### src/rtl/pipe_ctrl_unit.sv
// ---------------------------------------------------------------------------
// pipe_ctrl_unit
//
// Main control unit for the 5-stage RISC-V pipeline. The ID-stage opcode is
// decoded into a control bundle, which then travels through the ID/EX, EX/MEM
// and MEM/WB control registers alongside the datapath. Stall and flush
// requests insert a bubble into ID/EX only. A HALT instruction that reaches EX
// starts a drain sequence. The sequence freezes fetch for DRAIN_CYCLES cycles
// and then parks the core in a sticky halted state.
//
// Optional feature (compile-time macro ILLEGAL_TRAP_EN):
//   defined   - adds the sticky 'illegal' output. An accepted unknown opcode
//               sets it and drains the core exactly like HALT.
//   undefined - unknown opcodes decode to a silent bubble. 'illegal' is absent.
//
// Parameters:
//   OPCODE_W      opcode field width
//   DRAIN_CYCLES  cycles spent in DRAIN before halted asserts (1..15)
//   CNT_W         drain counter width, 2**CNT_W > DRAIN_CYCLES
//
// Ports:
//   clk           core clock, rising edge
//   rst_n         asynchronous active-low reset
//   opcode_id     opcode of the instruction in ID
//   valid_id      ID holds a real instruction
//   stall         load-use stall from the hazard unit
//   flush         taken branch/jump resolved in EX
//   ex_alusrc     ALU operand B = immediate                   (ID/EX)
//   ex_aluop      00 add, 01 branch cmp, 10 R-type, 11 I/LUI  (ID/EX)
//   ex_branch     control-transfer instruction                (ID/EX)
//   ex_jalr_sel   target = rs1 + imm                          (ID/EX)
//   mem_memread   data memory read                            (EX/MEM)
//   mem_memwrite  data memory write                           (EX/MEM)
//   wb_regwrite   register file write enable                  (MEM/WB)
//   wb_memtoreg   WB data from memory                         (MEM/WB)
//   wb_rwsel      00 ALU/mem, 01 PC+4, 10 immediate           (MEM/WB)
//   fetch_freeze  hold PC and IF/ID (DRAIN and HALTED)
//   halted        core halted, sticky until reset
//   illegal       unknown opcode trapped (ILLEGAL_TRAP_EN only)
//
// FSM states:
//   state     | meaning
//   ----------+-----------------------------------------------------------
//   ST_RUN    | normal issue; ID/EX loads decoded bundles
//   ST_DRAIN  | halt seen in EX; fetch frozen, counter runs to DRAIN_CYCLES-1
//   ST_HALTED | terminal; fetch frozen, halted high until reset
// ---------------------------------------------------------------------------
module pipe_ctrl_unit #(
    parameter int OPCODE_W     = 7,
    parameter int DRAIN_CYCLES = 3,
    parameter int CNT_W        = 4
) (
    input  logic                clk,
    input  logic                rst_n,
    input  logic [OPCODE_W-1:0] opcode_id,
    input  logic                valid_id,
    input  logic                stall,
    input  logic                flush,
    output logic                ex_alusrc,
    output logic [1:0]          ex_aluop,
    output logic                ex_branch,
    output logic                ex_jalr_sel,
    output logic                mem_memread,
    output logic                mem_memwrite,
    output logic                wb_regwrite,
    output logic                wb_memtoreg,
    output logic [1:0]          wb_rwsel,
    output logic                fetch_freeze,
    output logic                halted
`ifdef ILLEGAL_TRAP_EN
   ,output logic                illegal
`endif
);

    localparam logic [OPCODE_W-1:0] OP_R    = OPCODE_W'(7'b0110011);
    localparam logic [OPCODE_W-1:0] OP_LW   = OPCODE_W'(7'b0000011);
    localparam logic [OPCODE_W-1:0] OP_SW   = OPCODE_W'(7'b0100011);
    localparam logic [OPCODE_W-1:0] OP_BR   = OPCODE_W'(7'b1100011);
    localparam logic [OPCODE_W-1:0] OP_JAL  = OPCODE_W'(7'b1101111);
    localparam logic [OPCODE_W-1:0] OP_JALR = OPCODE_W'(7'b1100111);
    localparam logic [OPCODE_W-1:0] OP_I    = OPCODE_W'(7'b0010011);
    localparam logic [OPCODE_W-1:0] OP_LUI  = OPCODE_W'(7'b0110111);
    localparam logic [OPCODE_W-1:0] OP_HALT = OPCODE_W'(7'b0000001);

    localparam logic [CNT_W-1:0] DRAIN_LAST = CNT_W'(DRAIN_CYCLES - 1);

    typedef enum logic [1:0] {
        ST_RUN    = 2'd0,
        ST_DRAIN  = 2'd1,
        ST_HALTED = 2'd2
    } state_e;

    // Full bundle held in ID/EX; later stages keep only what they consume.
    typedef struct packed {
        logic       alusrc;
        logic [1:0] aluop;
        logic       branch;
        logic       jalr_sel;
        logic       memread;
        logic       memwrite;
        logic       regwrite;
        logic       memtoreg;
        logic [1:0] rwsel;
        logic       is_halt;
    } idex_t;

    typedef struct packed {
        logic       memread;
        logic       memwrite;
        logic       regwrite;
        logic       memtoreg;
        logic [1:0] rwsel;
    } exmem_t;

    typedef struct packed {
        logic       regwrite;
        logic       memtoreg;
        logic [1:0] rwsel;
    } memwb_t;

    idex_t      dec;
    idex_t      idex_d,  idex_q;
    exmem_t     exmem_d, exmem_q;
    memwb_t     memwb_d, memwb_q;
    state_e     state_d, state_q;
    logic [CNT_W-1:0] cnt_d, cnt_q;
    logic       fetch_freeze_d, fetch_freeze_q;
    logic       halted_d, halted_q;
    logic       accept;
    logic       is_known;

    logic is_r, is_lw, is_sw, is_br, is_jal, is_jalr, is_i, is_lui, is_halt_op;

    // -----------------------------------------------------------------------
    // ID-stage decode
    // -----------------------------------------------------------------------
    always_comb begin
        is_r       = (opcode_id == OP_R);
        is_lw      = (opcode_id == OP_LW);
        is_sw      = (opcode_id == OP_SW);
        is_br      = (opcode_id == OP_BR);
        is_jal     = (opcode_id == OP_JAL);
        is_jalr    = (opcode_id == OP_JALR);
        is_i       = (opcode_id == OP_I);
        is_lui     = (opcode_id == OP_LUI);
        is_halt_op = (opcode_id == OP_HALT);
        is_known   = is_r | is_lw | is_sw | is_br | is_jal | is_jalr |
                     is_i | is_lui | is_halt_op;

        dec          = '0;
        dec.alusrc   = is_lw | is_sw | is_i | is_jalr | is_lui;
        dec.branch   = is_br | is_jal | is_jalr;
        dec.jalr_sel = is_jalr;
        dec.memread  = is_lw;
        dec.memwrite = is_sw;
        dec.regwrite = is_r | is_lw | is_i | is_jal | is_jalr | is_lui;
        dec.memtoreg = is_lw;

        if (is_r)
            dec.aluop = 2'b10;
        else if (is_br)
            dec.aluop = 2'b01;
        else if (is_i | is_lui)
            dec.aluop = 2'b11;
        else
            dec.aluop = 2'b00;

        if (is_jal | is_jalr)
            dec.rwsel = 2'b01;
        else if (is_lui)
            dec.rwsel = 2'b10;
        else
            dec.rwsel = 2'b00;

`ifdef ILLEGAL_TRAP_EN
        // A trapped opcode drains the core through the same path as HALT.
        dec.is_halt = is_halt_op | ~is_known;
`else
        dec.is_halt = is_halt_op;
`endif
    end

    // -----------------------------------------------------------------------
    // Pipeline control registers: only ID/EX sees bubbles, later stages
    // always advance so in-flight instructions complete.
    // -----------------------------------------------------------------------
    always_comb begin
        accept = valid_id & ~stall & ~flush & (state_q == ST_RUN);
        idex_d = accept ? dec : '0;

        exmem_d          = '0;
        exmem_d.memread  = idex_q.memread;
        exmem_d.memwrite = idex_q.memwrite;
        exmem_d.regwrite = idex_q.regwrite;
        exmem_d.memtoreg = idex_q.memtoreg;
        exmem_d.rwsel    = idex_q.rwsel;

        memwb_d          = '0;
        memwb_d.regwrite = exmem_q.regwrite;
        memwb_d.memtoreg = exmem_q.memtoreg;
        memwb_d.rwsel    = exmem_q.rwsel;
    end

    // -----------------------------------------------------------------------
    // Halt-drain FSM next state
    // -----------------------------------------------------------------------
    always_comb begin
        state_d = state_q;
        cnt_d   = cnt_q;
        case (state_q)
            ST_RUN: begin
                if (idex_q.is_halt) begin
                    state_d = ST_DRAIN;
                    cnt_d   = '0;
                end
            end
            ST_DRAIN: begin
                if (cnt_q == DRAIN_LAST)
                    state_d = ST_HALTED;
                else
                    cnt_d = cnt_q + CNT_W'(1);
            end
            ST_HALTED: begin
                state_d = ST_HALTED;
            end
            default: begin
                state_d = ST_RUN;
                cnt_d   = '0;
            end
        endcase

        // Status outputs are registered copies of the next state so they line
        // up with the state register itself.
        fetch_freeze_d = (state_d != ST_RUN);
        halted_d       = (state_d == ST_HALTED);
    end

    always_ff @(posedge clk or negedge rst_n) begin
        if (!rst_n) begin
            idex_q         <= '0;
            exmem_q        <= '0;
            memwb_q        <= '0;
            state_q        <= ST_RUN;
            cnt_q          <= '0;
            fetch_freeze_q <= 1'b0;
            halted_q       <= 1'b0;
        end else begin
            idex_q         <= idex_d;
            exmem_q        <= exmem_d;
            memwb_q        <= memwb_d;
            state_q        <= state_d;
            cnt_q          <= cnt_d;
            fetch_freeze_q <= fetch_freeze_d;
            halted_q       <= halted_d;
        end
    end

`ifdef ILLEGAL_TRAP_EN
    logic illegal_d, illegal_q;

    always_comb begin
        illegal_d = illegal_q | (accept & ~is_known);
    end

    always_ff @(posedge clk or negedge rst_n) begin
        if (!rst_n)
            illegal_q <= 1'b0;
        else
            illegal_q <= illegal_d;
    end

    assign illegal = illegal_q;
`endif

    assign ex_alusrc    = idex_q.alusrc;
    assign ex_aluop     = idex_q.aluop;
    assign ex_branch    = idex_q.branch;
    assign ex_jalr_sel  = idex_q.jalr_sel;
    assign mem_memread  = exmem_q.memread;
    assign mem_memwrite = exmem_q.memwrite;
    assign wb_regwrite  = memwb_q.regwrite;
    assign wb_memtoreg  = memwb_q.memtoreg;
    assign wb_rwsel     = memwb_q.rwsel;
    assign fetch_freeze = fetch_freeze_q;
    assign halted       = halted_q;

endmodule

### config.mk
export PLATFORM = sky130hd
export DESIGN_NAME = pipe_ctrl_unit
export DESIGN_NICKNAME = d
export VERILOG_FILES = /design/src/rtl/pipe_ctrl_unit.sv
export SDC_FILE = /design/constraint.sdc
export NUM_CORES = 1
export LEC_CHECK = 0
export CAP_MARGIN = 20
export CORE_MARGIN = 4
export CORE_UTILIZATION = 48
export DETAILED_ROUTE_END_ITERATION = 12
export HOLD_SLACK_MARGIN = 0.05
export PLACE_DENSITY = 0.86
export SYNTH_ARGS = -nofsm -noshare
export SYNTH_HDL_FRONTEND = slang
export SYNTH_SLANG_ARGS = --single-unit
### constraint.sdc
create_clock -name clk -period 1.8 [get_ports clk]
set_input_delay 0.18 -clock clk [delete_from_list [all_inputs] [get_ports clk]]
set_output_delay 0.18 -clock clk [all_outputs]
set_load 0.1 [all_outputs]
==> metrics.md <==
| Metric | Value |
|---|---|
| Inserted Clock Buffers | 3 |
| Final WL | 1960 microns |
| Worst EP required | 2020 ps |
| Delay of the slowest critical-path stage | 460 ps |
| Final setup fails | 0 |
| Critical setup path kind | reg2reg |
| Crit path cell chain | inv_1, ha_1, nor3b_4, nor3_1, a211o_1 |
| Worst hold path class | in2async |
| Grt total ovfl | 0 |
| Rel. slew slack | 0.727 |
| Clock Skew | 3.19 ps |
| Fillers | 176 |
| First-pass GRT wire length | 3350 microns |
| CTS tree | yes |
| CP Launch Type | register |
| Synthesis-to-finish area growth | 22.3% |
| Worst flop-to-flop path startpoint | cnt_q[0]$_DFFE_PN0P_ |
| Vias per cell | 5.51 |
| Main synth FF type | dfrtp_1 |
| N_diodes | 0 |
| Hpwl dp | 1510 microns |
| Post-layout nets | 129 |
| Max-cap violations | 0 |
| Compound-Gate Fraction of Synth Area | 0.0979 |
| Critical R2R Capture | cnt_q[1]$_DFFE_PN0P_ |
| RSZ-0062 raised after global routing | false |
| Initial antenna violation count | 0 |
| Cell depth of the worst flop-to-flop path | 5 |
| Post-synth EDFFs | 0 |
| Post-CTS Setup Bufs | 0 |
| FP Rows | 17 |
| H-tree depth | 1 |
| Clock transition at the registers of the reported paths | 140 ps |
| Share of post-route cells with drive strength above 1 | 0.193 |
| Clock Tree Buf Depth | 2 |
| Post-synthesis mux area share | 0.0174 |
| Syn nets | 104 |
| Number of global-route vias before repair | 776 |
| IO Port Bufs | 24 |
| 1st-iter DRT viols | 14 |
| CTS Root Cell | clkbuf_4 |
| Synth top cells by count | dfrtp_1 (28), nor2_1 (6), nor3_1 (5), inv_1 (4), nand3_1 (4) |
| Global-route usage over all layers | 0.131 |
| Synth area leaders | dfrtp_1 (61%), a2111oi_4 (2.4%), ha_1 (2.2%), nor3_1 (2.2%), nand4b_4 (2.1%) |
| Worst slew pin tran | 409 ps |
| Simple-gate portion of the synthesized area | 0.192 |
| YS warnings | 0 |
| Ys async rst share | 1.00 |
| Syn avg cell area | 12.8 sq um |
| Run status | finished clean |
| Largest area contributor in the netlist | dfrtp_1 |
| Synth Area in Adders | 0.0218 |
| Die Y | 56.9 microns |
| Final worst-path cycle share | 0.790 |
| Critical path arrival | 1640 ps |
| Cts repair resizes | 0 |
| Setup TNS | 0 ps |
| Crit path time final | 1420 ps |
| Maximum vdd drop | 0.449 mV |
| CP max stage cell | dfrtp_1 |
| Routability congestion estimate | 0.873 |
| CP endpoint kind | register |
| CP max FO | 5 |
| DRT Pass-1 Iters | 4 |
| I/O pin count | 25 |
| Pwr Total | 0.00132 W |
| R2r setup slk | 380 ps |
| Seq/Total Area, Yosys | 0.609 |
| Most numerous cell in the Yosys netlist | dfrtp_1 |
| Via count | 782 |
| Leakage power | 0.714 nW |
| Wirelength per Cell | 13.8 microns |
| Synthesis-stage register bit count | 28 |
| # clock sinks | 28 |
| Largest family of logic cells by synthesized area | simple AND/OR/NAND/NOR gates |
| Die area | 3240 sq um |
| Synth Area in XOR/XNOR | 0.0229 |
| Final Max Tran Viols | 0 |
| Mapped Area | 1150 sq um |
| Count of final hold-check violations | 0 |
| Final ANT Viol Nets | 0 |
| Mapped Cells | 90 |
| Synth top area share | 0.609 |
| Power per cell area | 942 nW/um^2 |
| Chip Width | 56.9 microns |
| DRC | 0 |
| Hold buffers post-CTS | 0 |
| Core ar. | 2250 sq um |
| Count of cell types in the netlist | 33 |
| Largest net degree at the start of global routing | 29 |
| Post-Route Hold Slack | 245 ps |
| Clock latency on the worst-skew pair | 310 ps |
| Starting density of the core | 0.510 |
| Fmax | 704 MHz |
==> flip-flops by register name (all words and copies together) (netlist names), 2 cells and up <==
register and flops:
exmem_q 3, cnt_q 4, ex_aluop 2, wb_rwsel 2
state_q 2, exmem_d 5
==> per-layer routing <==
| layer | GRT usage | wire, microns |
|---|---|---|
| met1 | 0.160 | 805 |
| met2 | 0.220 | 989 |
| met3 | 0.0249 | 130 |
| met4 | 0.0695 | 38 |
| met5 | 0 | 0 |
==> stage by stage <==
step,utilization,setup slack (ps),instances,instance area [sq um]
finish,0.624,379,142,1410
global route,0.624,277,142,1410
CTS,0.624,372,142,1410
detailed placement,0.608,264,138,1370
global placement,0.608,309,138,1370
floorplan,-,519,90,1150
==> worst max-delay path, delay by kind of cell (launching register included) <==
family                     cells  cell delay (ps)
DFF                            1              460
buffers and inverters          1               80
adders and majority gates      1              140
and+or+nand+nor                2              390
AOI/OAI and AO/OA              1              260
==> report_power, final <==
group	switching (W)	leakage (nW)	internal (W)
registers	0.0000506	0.388	0.000669
logic	0.000187	0.304	0.000123
clock network	0.000171	0.0210	0.000123
==> cell usage in the layout (no fill, tap or decap), types with 2 or more instances in the layout <==
cell type        synthesis  routed
nor2b_1                  2       2
a31oi_1                  2       2
nor3_1                   5       5
buf_4                    2      14
nand2_1                  3       3
nor2_1                   6       6
a22o_1                   2       2
nand3_1                  4       4
clkbuf_4                 0       3
xnor2_1                  2       2
and3_1                   2       2
a21oi_1                  2       2
dfrtp_1                 28      28
clkdlybuf4s50_1          0      11
mux2i_1                  2       2
nand4_1                  2       2
ha_1                     2       2
inv_1                    4       4
a211o_1                  2       2
==> cell type report <==
cell class | count | area (sq um) | area share
inverter | 4 | 15.0 | 0.0107
clock buffer | 4 | 36.3 | 0.0258
timing repair buffer | 25 | 215 | 0.153
tap | 28 | 35.0 | 0.0249
multi-input combinational | 53 | 404 | 0.287
sequential | 28 | 701 | 0.498
==> cells by family after synthesis <==
group                    count (synthesis)
AO/OA/AOI/OAI                           12
XOR/XNOR                                 3
AND/OR/NAND/NOR                         34
buffers and inverters                    9
flip-flops                              28
adder cells (fa/ha/maj)                  2
multiplexers                             2
==> worst max path at each step <==
stage	from	endpoint	slack, ps	cells past startpoint
after floorplan	cnt_q[0]$_DFFE_PN0P_	cnt_q[1]$_DFFE_PN0P_	520	5
after global placement	flush	ex_aluop[1]$_DFF_PN0_	310	4
after detailed placement	flush	ex_aluop[1]$_DFF_PN0_	260	4
after CTS	cnt_q[0]$_DFFE_PN0P_	cnt_q[1]$_DFFE_PN0P_	370	5
after global routing	cnt_q[0]$_DFFE_PN0P_	cnt_q[1]$_DFFE_PN0P_	280	5
final	cnt_q[0]$_DFFE_PN0P_	cnt_q[1]$_DFFE_PN0P_	380	5
(Power assumes the default switching activity.)
